==> config.mk <==
export PLATFORM = sky130hd
export DESIGN_NAME = ras_ckpt_flat
export DESIGN_NICKNAME = d
export VERILOG_FILES = /design/src/rtl/ras_ckpt_pkg.sv /design/src/rtl/ras_ckpt_if.sv /design/src/rtl/ras_ckpt.sv /design/src/flat_wrapper.sv
export SDC_FILE = /design/constraint.sdc
export NUM_CORES = 2
export LEC_CHECK = 0
export BUFFER_PORTS_ARGS = -buffer_cell sky130_fd_sc_hd__buf_2
export CAP_MARGIN = 10
export CORE_MARGIN = 2
export CORE_UTILIZATION = 32
export CTS_BUF_LIST = sky130_fd_sc_hd__clkbuf_8
export DETAILED_ROUTE_END_ITERATION = 8
export GPL_TIMING_DRIVEN = 0
export PLACE_DENSITY = 0.46
export SLEW_MARGIN = 30
export SYNTH_ARGS = -nofsm -noshare
export SYNTH_HDL_FRONTEND = slang
export SYNTH_SLANG_ARGS = --single-unit
==> constraint.sdc <==
create_clock -name clock -period 8.1 [get_ports clock]
set_clock_uncertainty 0.2 [all_clocks]
set_input_delay 0.405 -clock clock [delete_from_list [all_inputs] [get_ports clock]]
set_output_delay 0.405 -clock clock [all_outputs]
set_load 0.01 [all_outputs]
==> src/rtl/ras_ckpt_pkg.sv <==
// ras_ckpt_pkg: shared RAS op encoding and default geometry for fetch, BTB and BOB.
package ras_ckpt_pkg;
  localparam int RAS_DATA_W = 64;
  localparam int RAS_DEPTH  = 16;
  typedef enum logic [1:0] {
    RAS_NOP     = 2'b00,
    RAS_PUSH    = 2'b01,
    RAS_POP     = 2'b10,
    RAS_POPPUSH = 2'b11
  } ras_op_e;
endpackage

==> src/rtl/ras_ckpt_if.sv <==
// ras_ckpt_if: op request, flush/checkpoint restore and prediction outputs of the RAS.
interface ras_ckpt_if
  import ras_ckpt_pkg::*;
#(
  parameter int DATA_W = RAS_DATA_W,
  parameter int DEPTH  = RAS_DEPTH
);
  localparam int PTR_W = $clog2(DEPTH);
  localparam int CNT_W = $clog2(DEPTH + 1);
  logic              op_vld_i;
  logic [1:0]        op_i;
  logic              cancel_i;
  logic [DATA_W-1:0] push_data_i;
  logic              flush_i;
  logic [PTR_W-1:0]  flush_ptr_i;
  logic [CNT_W-1:0]  flush_cnt_i;
  logic [DATA_W-1:0] flush_top_i;
  logic [DATA_W-1:0] top_data_o;
  logic              top_vld_o;
  logic [PTR_W-1:0]  ckpt_ptr_o;
  logic [CNT_W-1:0]  ckpt_cnt_o;
  logic [DATA_W-1:0] ckpt_top_o;
  logic              ovf_o;
  logic              unf_o;
  modport master (
    output op_vld_i, op_i, cancel_i, push_data_i, flush_i, flush_ptr_i, flush_cnt_i, flush_top_i,
    input  top_data_o, top_vld_o, ckpt_ptr_o, ckpt_cnt_o, ckpt_top_o, ovf_o, unf_o
  );
  modport slave (
    input  op_vld_i, op_i, cancel_i, push_data_i, flush_i, flush_ptr_i, flush_cnt_i, flush_top_i,
    output top_data_o, top_vld_o, ckpt_ptr_o, ckpt_cnt_o, ckpt_top_o, ovf_o, unf_o
  );
endinterface

==> src/rtl/ras_ckpt.sv <==
// ras_ckpt: circular return address stack with post-op checkpoint export and flush repair.
module ras_ckpt
  import ras_ckpt_pkg::*;
#(
  parameter int DATA_W = RAS_DATA_W,
  parameter int DEPTH  = RAS_DEPTH
) (
  input logic        clock,
  input logic        reset_n,
  ras_ckpt_if.slave  bus
);
  localparam int PTR_W = $clog2(DEPTH);
  localparam int CNT_W = $clog2(DEPTH + 1);
  ras_op_e           eff;
  logic [PTR_W-1:0]  tos_q, tos_d;
  logic [CNT_W-1:0]  cnt_q, cnt_d;
  logic [DATA_W-1:0] mem_q [DEPTH];
  logic              full, empty, push, pop, repl, we;
  logic [DATA_W-1:0] wdata;
  // A write always lands at the next top, so the single write port is addressed by tos_d.
  always_comb begin
    eff   = (bus.op_vld_i && !bus.cancel_i && !bus.flush_i) ? ras_op_e'(bus.op_i) : RAS_NOP;
    full  = cnt_q == CNT_W'(DEPTH);
    empty = cnt_q == '0;
    push  = eff == RAS_PUSH || (eff == RAS_POPPUSH && empty);
    pop   = eff == RAS_POP && !empty;
    repl  = eff == RAS_POPPUSH && !empty;
    tos_d = bus.flush_i ? bus.flush_ptr_i : push ? tos_q + PTR_W'(1) : pop ? tos_q - PTR_W'(1) : tos_q;
    cnt_d = bus.flush_i ? bus.flush_cnt_i : (push && !full) ? cnt_q + CNT_W'(1) : pop ? cnt_q - CNT_W'(1) : cnt_q;
    we    = bus.flush_i || push || repl;
    wdata = bus.flush_i ? bus.flush_top_i : bus.push_data_i;
  end
  assign bus.top_data_o = mem_q[tos_q];
  assign bus.top_vld_o  = !empty;
  assign bus.ckpt_ptr_o = tos_d;
  assign bus.ckpt_cnt_o = cnt_d;
  assign bus.ckpt_top_o = we ? wdata : mem_q[tos_d];
  assign bus.ovf_o      = push && full;
  assign bus.unf_o      = eff == RAS_POP && empty;
  always_ff @(posedge clock or negedge reset_n)
    if (!reset_n) begin
      tos_q <= PTR_W'(DEPTH - 1);
      cnt_q <= '0;
      mem_q <= '{default: '0};
    end else begin
      tos_q <= tos_d;
      cnt_q <= cnt_d;
      if (we) mem_q[tos_d] <= wdata;
    end
endmodule

==> src/flat_wrapper.sv <==
// flat-port wrapper written by rule: the top's interface ports become plain ports
module ras_ckpt_flat import ras_ckpt_pkg::*;
#(
  parameter int DATA_W = RAS_DATA_W,
  parameter int DEPTH  = RAS_DEPTH
)
  (clock, reset_n, bus_op_vld_i, bus_op_i, bus_cancel_i, bus_push_data_i, bus_flush_i, bus_flush_ptr_i, bus_flush_cnt_i, bus_flush_top_i, bus_top_data_o, bus_top_vld_o, bus_ckpt_ptr_o, bus_ckpt_cnt_o, bus_ckpt_top_o, bus_ovf_o, bus_unf_o);
  ras_ckpt_if #(.DATA_W(DATA_W), .DEPTH(DEPTH)) bus_i ();
  input logic clock;
  input logic reset_n;
  input wire logic [$bits(bus_i.op_vld_i)-1:0] bus_op_vld_i;
  input wire logic [$bits(bus_i.op_i)-1:0] bus_op_i;
  input wire logic [$bits(bus_i.cancel_i)-1:0] bus_cancel_i;
  input wire logic [$bits(bus_i.push_data_i)-1:0] bus_push_data_i;
  input wire logic [$bits(bus_i.flush_i)-1:0] bus_flush_i;
  input wire logic [$bits(bus_i.flush_ptr_i)-1:0] bus_flush_ptr_i;
  input wire logic [$bits(bus_i.flush_cnt_i)-1:0] bus_flush_cnt_i;
  input wire logic [$bits(bus_i.flush_top_i)-1:0] bus_flush_top_i;
  output wire logic [$bits(bus_i.top_data_o)-1:0] bus_top_data_o;
  output wire logic [$bits(bus_i.top_vld_o)-1:0] bus_top_vld_o;
  output wire logic [$bits(bus_i.ckpt_ptr_o)-1:0] bus_ckpt_ptr_o;
  output wire logic [$bits(bus_i.ckpt_cnt_o)-1:0] bus_ckpt_cnt_o;
  output wire logic [$bits(bus_i.ckpt_top_o)-1:0] bus_ckpt_top_o;
  output wire logic [$bits(bus_i.ovf_o)-1:0] bus_ovf_o;
  output wire logic [$bits(bus_i.unf_o)-1:0] bus_unf_o;
  assign bus_i.op_vld_i = bus_op_vld_i;
  assign bus_i.op_i = bus_op_i;
  assign bus_i.cancel_i = bus_cancel_i;
  assign bus_i.push_data_i = bus_push_data_i;
  assign bus_i.flush_i = bus_flush_i;
  assign bus_i.flush_ptr_i = bus_flush_ptr_i;
  assign bus_i.flush_cnt_i = bus_flush_cnt_i;
  assign bus_i.flush_top_i = bus_flush_top_i;
  assign bus_top_data_o = bus_i.top_data_o;
  assign bus_top_vld_o = bus_i.top_vld_o;
  assign bus_ckpt_ptr_o = bus_i.ckpt_ptr_o;
  assign bus_ckpt_cnt_o = bus_i.ckpt_cnt_o;
  assign bus_ckpt_top_o = bus_i.ckpt_top_o;
  assign bus_ovf_o = bus_i.ovf_o;
  assign bus_unf_o = bus_i.unf_o;
  ras_ckpt #(.DATA_W(DATA_W), .DEPTH(DEPTH)) u_core (.clock(clock), .reset_n(reset_n), .bus(bus_i));
endmodule
# Word level (Yosys, flattened, before mapping)
# Cells that the tools add are included.
dict set report classes {
  addsub 4
  magnitude_cmp 3
  eq_ne 4
  muxes 18
  bitwise_logic 2
  n_reduce_logical 17
}
# cell n
set op_table {}
lappend op_table {{$bwmux W1024} 1}
lappend op_table {{$bmux W64 S4} 2}
lappend op_table {{$mux W64} 7}
lappend op_table {{$demux W64 S4} 1}
lappend op_table {{$mux W5} 3}
lappend op_table {{$mux W4} 3}
lappend op_table {{$ge A5 B5 Y1 const B} 2}
lappend op_table {{$not A4 Y5} 2}
lappend op_table {{$logic_and A1 B1 Y1} 9}
lappend op_table {{$add A5 B1 Y5 const B} 1}
lappend op_table {{$eq A5 B5 Y1 const B} 1}
lappend op_table {{$logic_not A5 Y1} 1}
lappend op_table {{$lt A5 B1 Y1 const B} 1}
lappend op_table {{$sub A5 B1 Y5 const B} 1}
lappend op_table {{$add A4 B1 Y4 const B} 1}
lappend op_table {{$eq A2 B2 Y1 const B} 2}
lappend op_table {{$logic_not A1 Y1} 4}
lappend op_table {{$sub A4 B1 Y4 const B} 1}
lappend op_table {{$logic_or A1 B1 Y1} 3}
lappend op_table {{$eq A2 B1 Y1 const B} 1}
lappend op_table {{$mux W2} 1}
dict set report word_totals {
  regBits 1033
  input_bits 144
  out_inout_bits 140
  elab_cells 66
}

# Longest topological paths before layout
dict set report logic_depth {
  word_depth 15
  ltp_mapped 16
  mapped_depth_nobuf 12
}

# Least setup slack after synthesis
# No wires, ideal clock.
dict set report synth_path {
  path_type {reg2out}
  from {register u_core.tos_q[0]}
  to {output port bus_ckpt_top_o[63]}
  arrival_time_ns 3.576
  required_ns 7.495
  slack_ns 3.919
  stages_incl_launch_ff 16
  path_buffers 5
  cell_sequence {dfstp_2 clkbuf_1 clkbuf_1 clkbuf_1 inv_1 ha_1 and4_1 o311ai_2 nand2_2 inv_2 buf_4 buf_2 a21oi_1 a221oi_1 o21ai_1 a22oi_1}
}
dict set report synth_via {
  elab_chain_len 9
  elab_cells_between_ends 10
  classes_between {add/sub (2); mux (7); bitwise (1)}
}
# item line_no
set synth_lines {}
lappend synth_lines {{start: declaration} ras_ckpt.sv:15} ;# logic [PTR_W-1:0] tos_q, tos_d;
lappend synth_lines {{start signal: assignment} ras_ckpt.sv:42} ;# tos_q <= PTR_W'(DEPTH - 1);
lappend synth_lines {{start signal: assignment} ras_ckpt.sv:46} ;# tos_q <= tos_d;
lappend synth_lines {{$sub A4 B1 Y4} ras_ckpt.sv:28} ;# tos_d = bus.flush_i ? bus.flush_ptr_i : push ? tos_q + PTR_W'(1) : pop ? tos_q - PTR_W'(1) : tos_q;
lappend synth_lines {{$mux W4} ras_ckpt.sv:28}
lappend synth_lines {{$mux W4 (*) (2 in a row)} ras_ckpt.sv:28}
lappend synth_lines {{$not A4 Y5 (not written as such) (*)} ras_ckpt.sv:37} ;# assign bus.ckpt_top_o = we ? wdata : mem_q[tos_d];
lappend synth_lines {{$bmux W64 S4 (*)} ras_ckpt.sv:37}
lappend synth_lines {{$mux W64 (not written as such) (*) (2 in a row)} ras_ckpt.sv:37}
lappend synth_lines {{$mux W64 (*)} ras_ckpt.sv:37}
lappend synth_lines {{end: declaration} flat_wrapper.sv:23} ;# output wire logic [$bits(bus_i.ckpt_top_o)-1:0] bus_ckpt_top_o;
# Mark *: on every way between the ends. The rest lies on a longest branch, timed or not. The select of a mux whose other input is x is not followed.

# Final worst setup path
dict set report layout_path {
  from {register u_core.tos_q[0]}
  to {output port bus_ckpt_top_o[27]}
}
# Same word-level chain as after synthesis.

==> run_results.csv <==
group,metric,value,unit
place,post_dp_hpwl,199700,um
grt,grt_start_max_net_pins,114,
route,post-route-drc-count,0,
worst_setup_path,critPathLaunchType,"flip-flop",
yosys,netlist_instances,5650,
grt,remaining_global_route_overflow,0,
worst_setup_path,timing.reg2reg.worst_path_depth,13,
route,routedWlPerCell,33.36,um
yosys,synth_cell_types,61,
yosys,async_flop_share,100.0,%
floorplanning,die_w,415.8,um
worst_setup_path,regToRegStartpoint,"u_core.tos_q[0]",
worst_setup_path,r2r_setup_slack,2.07,ns
timing,totalNegativeSetupSlack,0,ns
route,drtPass1Iterations,6,
floorplanning,die_area,172900,um2
floorplanning,placement_rows,151,
worst_hold_path,holdPathEnd,"u_core.mem_q[560]",
grt,global_route.usage.total,32.92,%
power_and_ir_drop,internal_power,13060,uW
worst_setup_path,path_common_cell,"clkbuf_2",
worst_setup_path,critical_path_buf_inv_count,6,
worst_setup_path,crit-reg2reg-capture,"u_core.mem_q[521]",
layout,layout-drive-gt1-share,19.92,%
floorplanning,ioPinCount,284,
route,num_vias,53100,
layout,num-nets-final,6486,
worst_hold_path,hold_start,"bus_flush_top_i[48]",
layout,syn2layout_area_growth,20.04,%
grt,grt_antenna_before_repair,18,
yosys,synth.ff_latch_count,1033,
power_and_ir_drop,clockPowerShare,25.6,%
yosys,sequential_fraction_of_the_synthesis_area,47.65,%
worst_setup_path,setup.worst_path.end_class,"primary output",
yosys,synth_ff_type,"dfrtp_1",
floorplanning,initial_core_util,32.12,%
timing,grt_setup_unrepaired,"no",
clocking,cts.path.max_buffers,3,
timing,relSlewSlack,24.13,%
grt,first_global_vias,51688,
yosys,synth.avg_cell_area,9.603,um2
power_and_ir_drop,power.ir.vdd_worst,0.1393,mV
floorplanning,placeableCoreArea,168900,um2
grt,grt_first_pass_wirelength,402200,um
worst_hold_path,holdCritPathClass,"input pin to flip-flop",
timing,min_period_over_period,98.54,%
worst_setup_path,arrival,7.38,ns
clocking,clk-insertion-delay-late,1.00,ns
worst_setup_path,series_of_cell_instances_along_the_critical_path,"clkbuf_1 > clkbuf_2 > inv_1 > ha_1 > nand4_1 > and3b_1 > nor2_1 > o31a_1 > clkbuf_2 > clkdlybuf4s15_1 > a221oi_1 > a21oi_1 > a31oi_1 > buf_2",
clocking,cts-htree-levels,4,
clocking,cts-buffers-inserted,190,
job,cap_violations,0,
outcome,run_status,"completed",
worst_setup_path,setup.worst_path.class,"flip-flop to primary output",
power_and_ir_drop,power.switching,8082,uW
timing,timing.final.max_slew_violations,0,
clocking,clk_root_buffer_cell,"clkbuf_8",
worst_setup_path,crit_path_max_incr_delay,0.98,ns
place,port_buffers,283,
yosys,synth.cell_area,54260,um2
yosys,synth-edff-count,0,
floorplanning,dieHeight,415.8,um
worst_setup_path,crit_fanout,19,
timing,timing.final.hold_violations,0,
worst_setup_path,crit_path_top_delay_cell,"clkbuf_2",
clocking,post-cts-setup-buffers,0,
clocking,clkTransAtPathRegs,0.06,ns
yosys,mappedNetlistNets,5799,
power_and_ir_drop,swShare,38.23,%
route,antenna_violating_nets_post_route,0,
clocking,cts_tree,"done",
power_and_ir_drop,powerDensity,324.6,nW/um2
timing,finalWorstPathRequiredPeriod,7.981,ns
route,detail_route.wirelength,290700,um
route,routed_via_density,6.092,
timing,fmax,125.3,MHz
timing,timing.hold.ws,0.03224,ns
timing,setup_viol_count_final,0,
worst_setup_path,path_delay_family,"buffers and inverters",
power_and_ir_drop,leakagePower,0.02760,uW
route,drtIter0Drc,7337,
worst_setup_path,worstPathRequired,7.50,ns
clocking,cts_num_sinks,1033,
worst_hold_path,whs_path_depth,4,
power_and_ir_drop,p_seq_share,42.1,%
power_and_ir_drop,logic_gate_share_of_total_power,32.3,%
place,gpl.final_weighted_congestion,0.9398,
yosys,warning_count_from_the_yosys_run,0,
timing,tightest_slew,1.138,ns
stage by stage:
stage / utilization (%) / instances / power, uW / worst slack, ns / instance area [um2]
global placement: 34.61 / 8151 / 15240 / -18.07 / 58450
CTS: 38.53 / 8704 / 20960 / 0.07732 / 65080
floorplan: - / 5650 / 12690 / 3.919 / 54260
global route: 38.55 / 8707 / 22110 / 0.2993 / 65110
detailed placement: 35.01 / 8171 / 15460 / 1.060 / 59130
finish: 38.56 / 8716 / 21140 / 0.1186 / 65130
power groups by stage:
| stage | Combinational (uW) | Clock [uW] | Sequential (uW) |
|---|---|---|---|
| floorplan | 4370 | 0 | 8320 |
| global placement | 6430 | 0 | 8810 |
| detailed placement | 6600 | 0 | 8860 |
| CTS | 6720 | 5450 | 8790 |
| global route | 7350 | 5670 | 9090 |
| finish | 6830 | 5420 | 8890 |
layer usage:
layer	vias to the layer above	GRT usage [%]	routed length [um]
li1	21723	-	-
met2	3478	50.29	130500
met5	-	0	30
met3	845	7.468	28000
met1	27050	42.80	113300
met4	4	19.25	18920
synth_stat cells (all sizes together), types with 3 or more instances:
master | instances | share of area [%]
a211oi | 40 | 0.55
a21oi | 957 | 8.8
a221oi | 179 | 2.9
a22oi | 83 | 1.1
a31oi | 19 | 0.22
a32oi | 41 | 0.66
and2 | 24 | 0.28
and4 | 4 | 0.065
buf | 310 | 3.3
clkbuf | 278 | 1.9
dfrtp | 1029 | 47
dfstp | 4 | 0.19
ha | 5 | 0.12
inv | 8 | 0.060
mux2i | 64 | 1.2
mux4 | 320 | 13
nand2 | 1142 | 7.9
nand2b | 3 | 0.035
nand3 | 3 | 0.028
nand4 | 8 | 0.092
nor2 | 454 | 3.1
nor3 | 9 | 0.10
nor4 | 3 | 0.062
o211ai | 3 | 0.042
o21ai | 626 | 5.8
or4 | 3 | 0.055
worst reg2reg max path, stage by stage (launching register included):
cell,delay (ns)
dfstp_2,0.53
clkbuf_1,0.58
clkbuf_2,0.99
inv_1,0.14
ha_1,0.25
nand4_1,0.09
and3b_1,0.21
o31a_1,0.26
buf_2,0.59
nor2_1,0.40
nand4_1,0.21
buf_2,0.42
clkbuf_1,0.77
o21ai_0,0.17
cell type report:
type | count | area [um2]
Sequential cell | 1033 | 25850
Multi-Input combinational cell | 4019 | 25590
Clock inverter | 85 | 476.7
Fill cell | 17191 | 103800
Timing Repair Buffer | 497 | 3871
Clock buffer | 257 | 3537
Tap cell | 2218 | 2775
Inverter | 10 | 45.04
Buffer | 586 | 2958
Antenna cell | 11 | 27.53
layout by cell type, fill, tap and decap left out, types with 65 or more instances in the layout:
cell type,synthesis,routed
inv_1,6,65
buf_2,194,503
o21ai_1,265,265
dfrtp_1,1029,1029
nor2_1,454,454
a21oi_1,957,957
nand2_1,1141,1141
mux4_2,320,320
dlygate4sd3_1,0,191
a221oi_1,179,179
o21ai_0,361,361
a22oi_1,83,83
clkbuf_1,278,223
clkbuf_8,0,257
how the worst max path moves through the flow:
stage	slack [ns]	endpoint	start	cells after the start
5_1_grt	0.30	bus_ckpt_top_o[31]	u_core.tos_q[0]	14
6_report	0.12	bus_ckpt_top_o[27]	u_core.tos_q[0]	14
2_1_floorplan	3.92	bus_ckpt_top_o[63]	u_core.tos_q[0]	15
3_5_place_dp	1.06	bus_ckpt_top_o[57]	u_core.tos_q[1]	15
3_3_place_gp	-18.07	u_core.mem_q[824]	reset_n	1
4_1_cts	0.08	bus_ckpt_top_o[30]	u_core.tos_q[0]	15
what timing repair did:
item                                    CTS  global route
pin swaps                                 0             0
gates resized for setup                   1             2
endpoints found under the setup margin    3             6
endpoints found under the hold margin   806             0
hold buffers                            192             0
registers in the layout, indices dropped and copies added (netlist names):
signal,cells
u_core.cnt_q,5
u_core.mem_q,1024
u_core.tos_q,4
kinds of logic (layout without fill, tap and decap cells):
logic type / Yosys count / in the layout / share of synthesized area (%)
and+or+nand+nor: 1665 / 1665 / 11.97
AOI/OAI and AO/OA: 1962 / 1962 / 20.40
muxes: 384 / 384 / 14.46
adders and majority gates: 5 / 5 / 0.1153
buffers and inverters: 598 / 1435 / 5.352
DFF: 1033 / 1033 / 47.65
xor gates and xnor gates: 3 / 3 / 0.04843
other: 0 / 11 / 0
(Power assumes the default switching activity.)
